File: src/rtl/inferred_sdp_ram_pkg.sv
// Shared definitions for the inferred simple dual-port RAM:
// sweep FSM state encoding, read-during-write mode constants and the
// byte-lane count helper.
package inferred_sdp_ram_pkg;

  typedef enum logic [0:0] {
    ST_CLEAR = 1'b0,
    ST_RUN   = 1'b1
  } state_t;

  localparam int RDW_OLD = 0;
  localparam int RDW_NEW = 1;

  // Number of 8-bit lanes in a word; the word size is a multiple of 8.
  function automatic int byte_lanes(input int word_size);
    return word_size / 8;
  endfunction

endpackage

File: src/rtl/inferred_sdp_ram_core.sv
// Pure inferred memory array: byte-enabled synchronous write and a
// registered synchronous read. There is no reset, so synthesis can map the
// array onto block RAM. A read of the address being written in the same
// cycle returns the contents from before the write.
module sdp_ram_core
  import inferred_sdp_ram_pkg::*;
#(
  parameter int WORD_SIZE  = 32,
  parameter int DEPTH_LOG2 = 3
) (
  input  logic                               clk,
  input  logic                               we,
  input  logic [DEPTH_LOG2-1:0]              waddr,
  input  logic [WORD_SIZE-1:0]               wdata,
  input  logic [byte_lanes(WORD_SIZE)-1:0]   wbe,
  input  logic                               re,
  input  logic [DEPTH_LOG2-1:0]              raddr,
  output logic [WORD_SIZE-1:0]               rdata
);

  localparam int LANES = byte_lanes(WORD_SIZE);

  logic [WORD_SIZE-1:0] mem [2**DEPTH_LOG2];

  // Byte-lane write: only enabled lanes of the addressed word change.
  always_ff @(posedge clk) begin
    if (we) begin
      for (int i = 0; i < LANES; i++) begin
        if (wbe[i]) begin
          mem[waddr][8*i +: 8] <= wdata[8*i +: 8];
        end
      end
    end
  end

  // Registered read; holds the last result while no read is requested.
  always_ff @(posedge clk) begin
    if (re) begin
      rdata <= mem[raddr];
    end
  end

endmodule

File: src/rtl/inferred_sdp_ram.sv
// Simple dual-port RAM top level: post-reset clear sweep with busy flag,
// write-port mux (sweep vs user), same-address read-during-write
// forwarding and an optional extra output register stage.
// Optional feature macro: INFERRED_SDP_RAM_OUT_REG_EN (adds one cycle of
// read latency; rd_valid is delayed with rd_data).
module inferred_sdp_ram
  import inferred_sdp_ram_pkg::*;
#(
  parameter int                   WORD_SIZE   = 32,
  parameter int                   DEPTH_LOG2  = 3,
  parameter int                   RDW_MODE    = RDW_OLD,
  parameter logic [WORD_SIZE-1:0] CLEAR_VALUE = '0
) (
  input  logic                             clk,
  input  logic                             reset,
  input  logic                             wr_en,
  input  logic [DEPTH_LOG2-1:0]            wr_addr,
  input  logic [WORD_SIZE-1:0]             wr_data,
  input  logic [byte_lanes(WORD_SIZE)-1:0] wr_be,
  input  logic                             rd_en,
  input  logic [DEPTH_LOG2-1:0]            rd_addr,
  output logic [WORD_SIZE-1:0]             rd_data,
  output logic                             rd_valid,
  output logic                             busy
);

  localparam int                    LANES     = byte_lanes(WORD_SIZE);
  localparam logic [DEPTH_LOG2-1:0] LAST_ADDR = '1;

  state_t                  state_r;
  state_t                  state_nxt_s;
  logic [DEPTH_LOG2-1:0]   clr_addr_r;
  logic                    run_s;
  logic                    mem_we_s;
  logic [DEPTH_LOG2-1:0]   mem_waddr_s;
  logic [WORD_SIZE-1:0]    mem_wdata_s;
  logic [LANES-1:0]        mem_wbe_s;
  logic                    mem_re_s;
  logic [WORD_SIZE-1:0]    mem_rdata_s;
  logic                    fwd_en_s;
  logic                    valid1_r;
  logic                    zero_r;
  logic [LANES-1:0]        fwd_be_r;
  logic [WORD_SIZE-1:0]    fwd_data_r;
  logic [WORD_SIZE-1:0]    data1_s;

  // Sweep FSM state register; reset restarts the clear sweep.
  always_ff @(posedge clk) begin
    if (reset) begin
      state_r <= ST_CLEAR;
    end else begin
      state_r <= state_nxt_s;
    end
  end

  // Next state: leave CLEAR after the last address has been written.
  always_comb begin
    state_nxt_s = state_r;
    case (state_r)
      ST_CLEAR: begin
        if (clr_addr_r == LAST_ADDR) begin
          state_nxt_s = ST_RUN;
        end else begin
          state_nxt_s = ST_CLEAR;
        end
      end
      ST_RUN:  state_nxt_s = ST_RUN;
      default: state_nxt_s = ST_CLEAR;
    endcase
  end

  // Sweep address counter; advances once per cycle while clearing.
  always_ff @(posedge clk) begin
    if (reset) begin
      clr_addr_r <= '0;
    end else if (state_r == ST_CLEAR) begin
      clr_addr_r <= clr_addr_r + 1'b1;
    end else begin
      clr_addr_r <= clr_addr_r;
    end
  end

  // User requests count only in RUN and not in a cycle where reset is seen.
  assign run_s    = (state_r == ST_RUN) && !reset;
  assign mem_re_s = run_s && rd_en;
  assign busy     = (state_r == ST_CLEAR);

  // Write-port mux: the sweep owns the port while clearing.
  always_comb begin
    mem_we_s    = 1'b0;
    mem_waddr_s = wr_addr;
    mem_wdata_s = wr_data;
    mem_wbe_s   = wr_be;
    if (state_r == ST_CLEAR) begin
      mem_we_s    = 1'b1;
      mem_waddr_s = clr_addr_r;
      mem_wdata_s = CLEAR_VALUE;
      mem_wbe_s   = '1;
    end else begin
      mem_we_s    = run_s && wr_en;
      mem_waddr_s = wr_addr;
      mem_wdata_s = wr_data;
      mem_wbe_s   = wr_be;
    end
  end

  sdp_ram_core #(
    .WORD_SIZE  (WORD_SIZE),
    .DEPTH_LOG2 (DEPTH_LOG2)
  ) u_core (
    .clk   (clk),
    .we    (mem_we_s),
    .waddr (mem_waddr_s),
    .wdata (mem_wdata_s),
    .wbe   (mem_wbe_s),
    .re    (mem_re_s),
    .raddr (rd_addr),
    .rdata (mem_rdata_s)
  );

  // Same-address collision that must return the newly written bytes.
  assign fwd_en_s = (RDW_MODE == RDW_NEW) && mem_re_s && wr_en && (wr_addr == rd_addr);

  // Read-side bookkeeping: valid strobe, post-reset zeroing, forward lanes.
  always_ff @(posedge clk) begin
    if (reset) begin
      valid1_r   <= 1'b0;
      zero_r     <= 1'b1;
      fwd_be_r   <= '0;
      fwd_data_r <= '0;
    end else begin
      valid1_r <= mem_re_s;
      if (mem_re_s) begin
        zero_r     <= 1'b0;
        fwd_be_r   <= fwd_en_s ? wr_be : '0;
        fwd_data_r <= wr_data;
      end
    end
  end

  // First-stage read word: zero after reset, else per-lane forward/array mux.
  always_comb begin
    data1_s = mem_rdata_s;
    for (int i = 0; i < LANES; i++) begin
      if (zero_r) begin
        data1_s[8*i +: 8] = 8'h00;
      end else if (fwd_be_r[i]) begin
        data1_s[8*i +: 8] = fwd_data_r[8*i +: 8];
      end else begin
        data1_s[8*i +: 8] = mem_rdata_s[8*i +: 8];
      end
    end
  end

`ifdef INFERRED_SDP_RAM_OUT_REG_EN
  logic [WORD_SIZE-1:0] data2_r;
  logic                 valid2_r;

  // Extra output stage: delays data and valid together; cleared by reset.
  always_ff @(posedge clk) begin
    if (reset) begin
      data2_r  <= '0;
      valid2_r <= 1'b0;
    end else begin
      data2_r  <= data1_s;
      valid2_r <= valid1_r;
    end
  end

  assign rd_data  = data2_r;
  assign rd_valid = valid2_r;
`else
  assign rd_data  = data1_s;
  assign rd_valid = valid1_r;
`endif

endmodule

File: config.mk
export PLATFORM = sky130hd
export DESIGN_NAME = inferred_sdp_ram
export DESIGN_NICKNAME = d
export VERILOG_FILES = /design/src/rtl/inferred_sdp_ram_pkg.sv /design/src/rtl/inferred_sdp_ram_core.sv /design/src/rtl/inferred_sdp_ram.sv
export SDC_FILE = /design/constraint.sdc
export NUM_CORES = 1
export LEC_CHECK = 0
export BUFFER_PORTS_ARGS = -buffer_cell sky130_fd_sc_hd__buf_2
export CORE_AREA = 4 4 159 161
export CTS_BUF_LIST = sky130_fd_sc_hd__clkbuf_2
export DETAILED_ROUTE_END_ITERATION = 7
export DIE_AREA = 0 0 163 165
export PLACE_DENSITY = 0.67
export SLEW_MARGIN = 20
export SYNTH_ARGS = -nofsm -noshare
export SYNTH_HDL_FRONTEND = slang
export SYNTH_SLANG_ARGS = --single-unit
File: constraint.sdc
create_clock -name clk -period 5.06 [get_ports clk]
set_input_delay 0 -clock clk [delete_from_list [all_inputs] [get_ports clk]]
set_output_delay 0 -clock clk [all_outputs]
set_load 0.03 [all_outputs]
==> results.cfg <==
[run_status]
status = finished, final reports clean

[clocking]
cts.reportedPaths.clkPinSlew_ns = 0.11
post-cts-setup-buffers = 0
htreeDepth = 3
numCtsBuffers = 72
cts_tree = done
clk_latency_ns = 0.77
clockBufferDepth = 3
cts-root-buf = clkbuf_2
cts-hold-fix-buffers = 43
ctsResizeCount = 0
cts_sinks = 294

[floorplanning]
die_height_microns = 165
rows = 57
die_w_microns = 163
core_area_sq_mm = 0.02396
start_util_pct = 48.90
die_area_sq_mm = 0.02690
top_level_ports = 80

[flow_run]
cap_violations = 0

[timing]
slew_headroom_pct = 30.67
period_share_pct = 58.20
finClkSkew_ns = 0.05923
tns_ns = 0
worst_slew_pin_slew_ns = 1.040
final-max-slew-violation-count = 0
max_clock_freq_ghz = 0.3396
fin_crit_ns = 2.945
rsz0062_at_grt = false
hold_viol = 0
setup_violations = 0

[yosys]
synth.distinct_cells = 29
synthCells = 564
synthArstFlopShare_pct = 0
ys_ff_latch = 294
ys_seq_area_share_pct = 74.82
yosysWarnings = 0
synth_edf_count = 288
synthesis.area_sq_mm = 0.01172
synth_nets = 612
postSynthAreaPerCell_sq_um = 20.78
synth-main-ff-cell = edfxtp_1

[grt]
grt_start_max_net_pins = 65
grt_remaining_overflow = 0
antenna_found_initial = 1
track_usage_pct = 17.60
grt_pass1_wl_mm = 35.09
grt_pass1_vias = 6277

[power]
ir_drop_uv = 211.6
pwr-share-clk_pct = 32.5
finalPower_uw = 4589
internal_power_uw = 3548
swShare_pct = 22.70
pwr-share-seq_pct = 60.8
switchingPower_uw = 1042
combPwrFrac_pct = 6.7
p_per_area_mw_per_mm2 = 341.6
p_leak_uw = 0.004914

[placed_design]
gp_congestion = 0.7565
hpwl_mm = 13.90
port_buffers = 79

[worst_setup_path]
crit_path_top_delay_cell = dfxtp_2
rr_endpoint = u_core.mem[7][21]
crit_type = register to register
cp_top_family = flip-flops
reg2reg_setup_slack_ns = 2.11
crit_chain = nand3_1 > a21oi_1 > nor2b_1 > dlygate4sd3_1
slowest_delay_ns = 1.03
worst-endpoint-arrival_ns = 3.37
startpoint_type = register
path_max_fanout = 54
ff2ff_path_depth = 4
cp-end-kind = register
worstReg2RegStart = state_r
worstPathBufferInverterCount = 1
cp.required_ns = 5.48

[drt]
vias = 5826
routed_wl_mm = 22.73
first_iter_violations = 366
wl_per_cell_microns = 20.66
drtPass1Iterations = 5
antenna_left = 0
via_per_inst = 5.296
drc_errors = 0

[min_path]
whs_endpoint = u_core.mem[6][22]
holdCritPathClass = primary input to register
hold_start = wr_addr[1]
whs_path_depth = 4

[cells_and_area]
synthToLayoutAreaGrowth_pct = 14.63
drive_gt1_share_pct = 30.49
nNetsFinal = 783
==> tightest hold or removal path, stage by stage <==
cell and delay (ns):
buf_2 0.13, nand3_1 0.11, a21boi_0 0.15, nor2b_1 0.28
==> state kept, by name, indices dropped and copies added, names as in the netlist <==
name          flops
state_r           1
zero_r            1
clr_addr_r        3
u_core.rdata     32
rd_valid          1
u_core.mem      256
==> final cells by class <==
| type | instances | area (sq um) |
|---|---|---|
| Fill cell | 1883 | 10530 |
| Sequential cell | 294 | 8770 |
| Antenna cell | 2 | 5.005 |
| Inverter | 6 | 22.52 |
| Clock inverter | 22 | 162.7 |
| Timing Repair Buffer | 125 | 850.8 |
| Multi-Input combinational cell | 236 | 2761 |
| Tap cell | 324 | 405.4 |
| Clock buffer | 91 | 455.4 |
==> cells by family (layout without fill, tap and decap cells) <==
group           count (synthesis)  after routing  synth area share, %
flops                         294            294                74.82
simple gates                  118            118                5.627
mux                            99             99                16.91
buf+inv                        34            244                1.623
compound gates                 17             17               0.8008
fa+ha+maj                       2              2               0.2135
other cells                     0              2                    0
==> metrics by stage <==
stage          utilization [%]  setup WS, ns  instances  instance area, sq um  hold slack [ns]
2_1_floorplan                -         3.065        564                 11720           0.1592
3_3_place_gp             51.66         2.409        942                 12380           0.2915
3_5_place_dp             51.66         2.291        942                 12380           0.3019
4_1_cts                  56.04         2.157       1098                 13430          0.01016
5_1_grt                  56.06         1.916       1100                 13430          0.05950
6_report                 56.06         2.115       1100                 13430           0.1139
==> layer usage <==
layer | GRT usage, % | up-vias | wire length [microns] | part of all wire (%)
met3 | 4.717 | 23 | 1442 | 6.3
li1 | - | 2668 | - | -
met2 | 29.23 | 191 | 11310 | 50
met5 | 0 | - | 0 | 0
met1 | 22.88 | 2944 | 9700 | 43
met4 | 5.719 | 0 | 279 | 1.2
==> power by group through the flow <==
stage | Sequential, uW | Combinational (uW) | Clock, uW
after floorplan | 2830 | 202 | 0
after global placement | 2840 | 277 | 0
after detailed placement | 2850 | 284 | 0
after CTS | 2790 | 312 | 1540
after global routing | 2800 | 333 | 1690
final | 2790 | 306 | 1490
==> placed cells by master (no fill, tap or decap), drive strengths merged <==
cell / Yosys / final
edfxtp: 288 / 288
ha: 2 / 2
and2: 38 / 38
buf: 17 / 82
dfxtp: 6 / 6
a21boi: 1 / 1
clkinv: 0 / 19
and4b: 1 / 1
nor2b: 35 / 35
nand3: 1 / 1
and3: 2 / 2
nor3b: 1 / 1
a21oi: 10 / 10
dlygate4sd3: 0 / 43
nand3b: 1 / 1
mux4: 64 / 64
inv: 6 / 6
bufinv: 0 / 3
mux2i: 3 / 3
a2bb2oi: 1 / 1
and4bb: 1 / 1
diode: 0 / 2
nand2: 1 / 1
mux2: 32 / 32
a31oi: 2 / 2
nor3: 2 / 2
o21ai: 3 / 3
nor2: 34 / 34
clkbuf: 11 / 91
nand2b: 1 / 1
==> worst max-delay path by stage <==
stage	start	to	slack, ns	cells after the start
after floorplan	state_r	u_core.rdata[0]	3.06	3
after global placement	state_r	u_core.mem[6][16]	2.41	3
after detailed placement	state_r	u_core.mem[4][12]	2.29	2
after CTS	state_r	u_core.mem[7][21]	2.16	4
after global routing	state_r	u_core.mem[7][16]	1.92	4
final	state_r	u_core.mem[7][21]	2.11	4
==> synthesized netlist by cell type (all sizes together), types with 2 or more instances <==
library cell,n,area [sq um]
buf,17,126.4
o21ai,3,15.01
ha,2,25.02
nor3,2,10.01
a21oi,10,50.05
and2,38,237.7
nor2,34,127.6
mux2i,3,30.03
dfxtp,6,120.1
mux2,32,360.4
mux4,64,1592
clkbuf,11,41.29
a31oi,2,12.51
inv,6,22.52
edfxtp,288,8648
and3,2,12.51
nor2b,35,219.0
(Power assumes the default switching activity.)
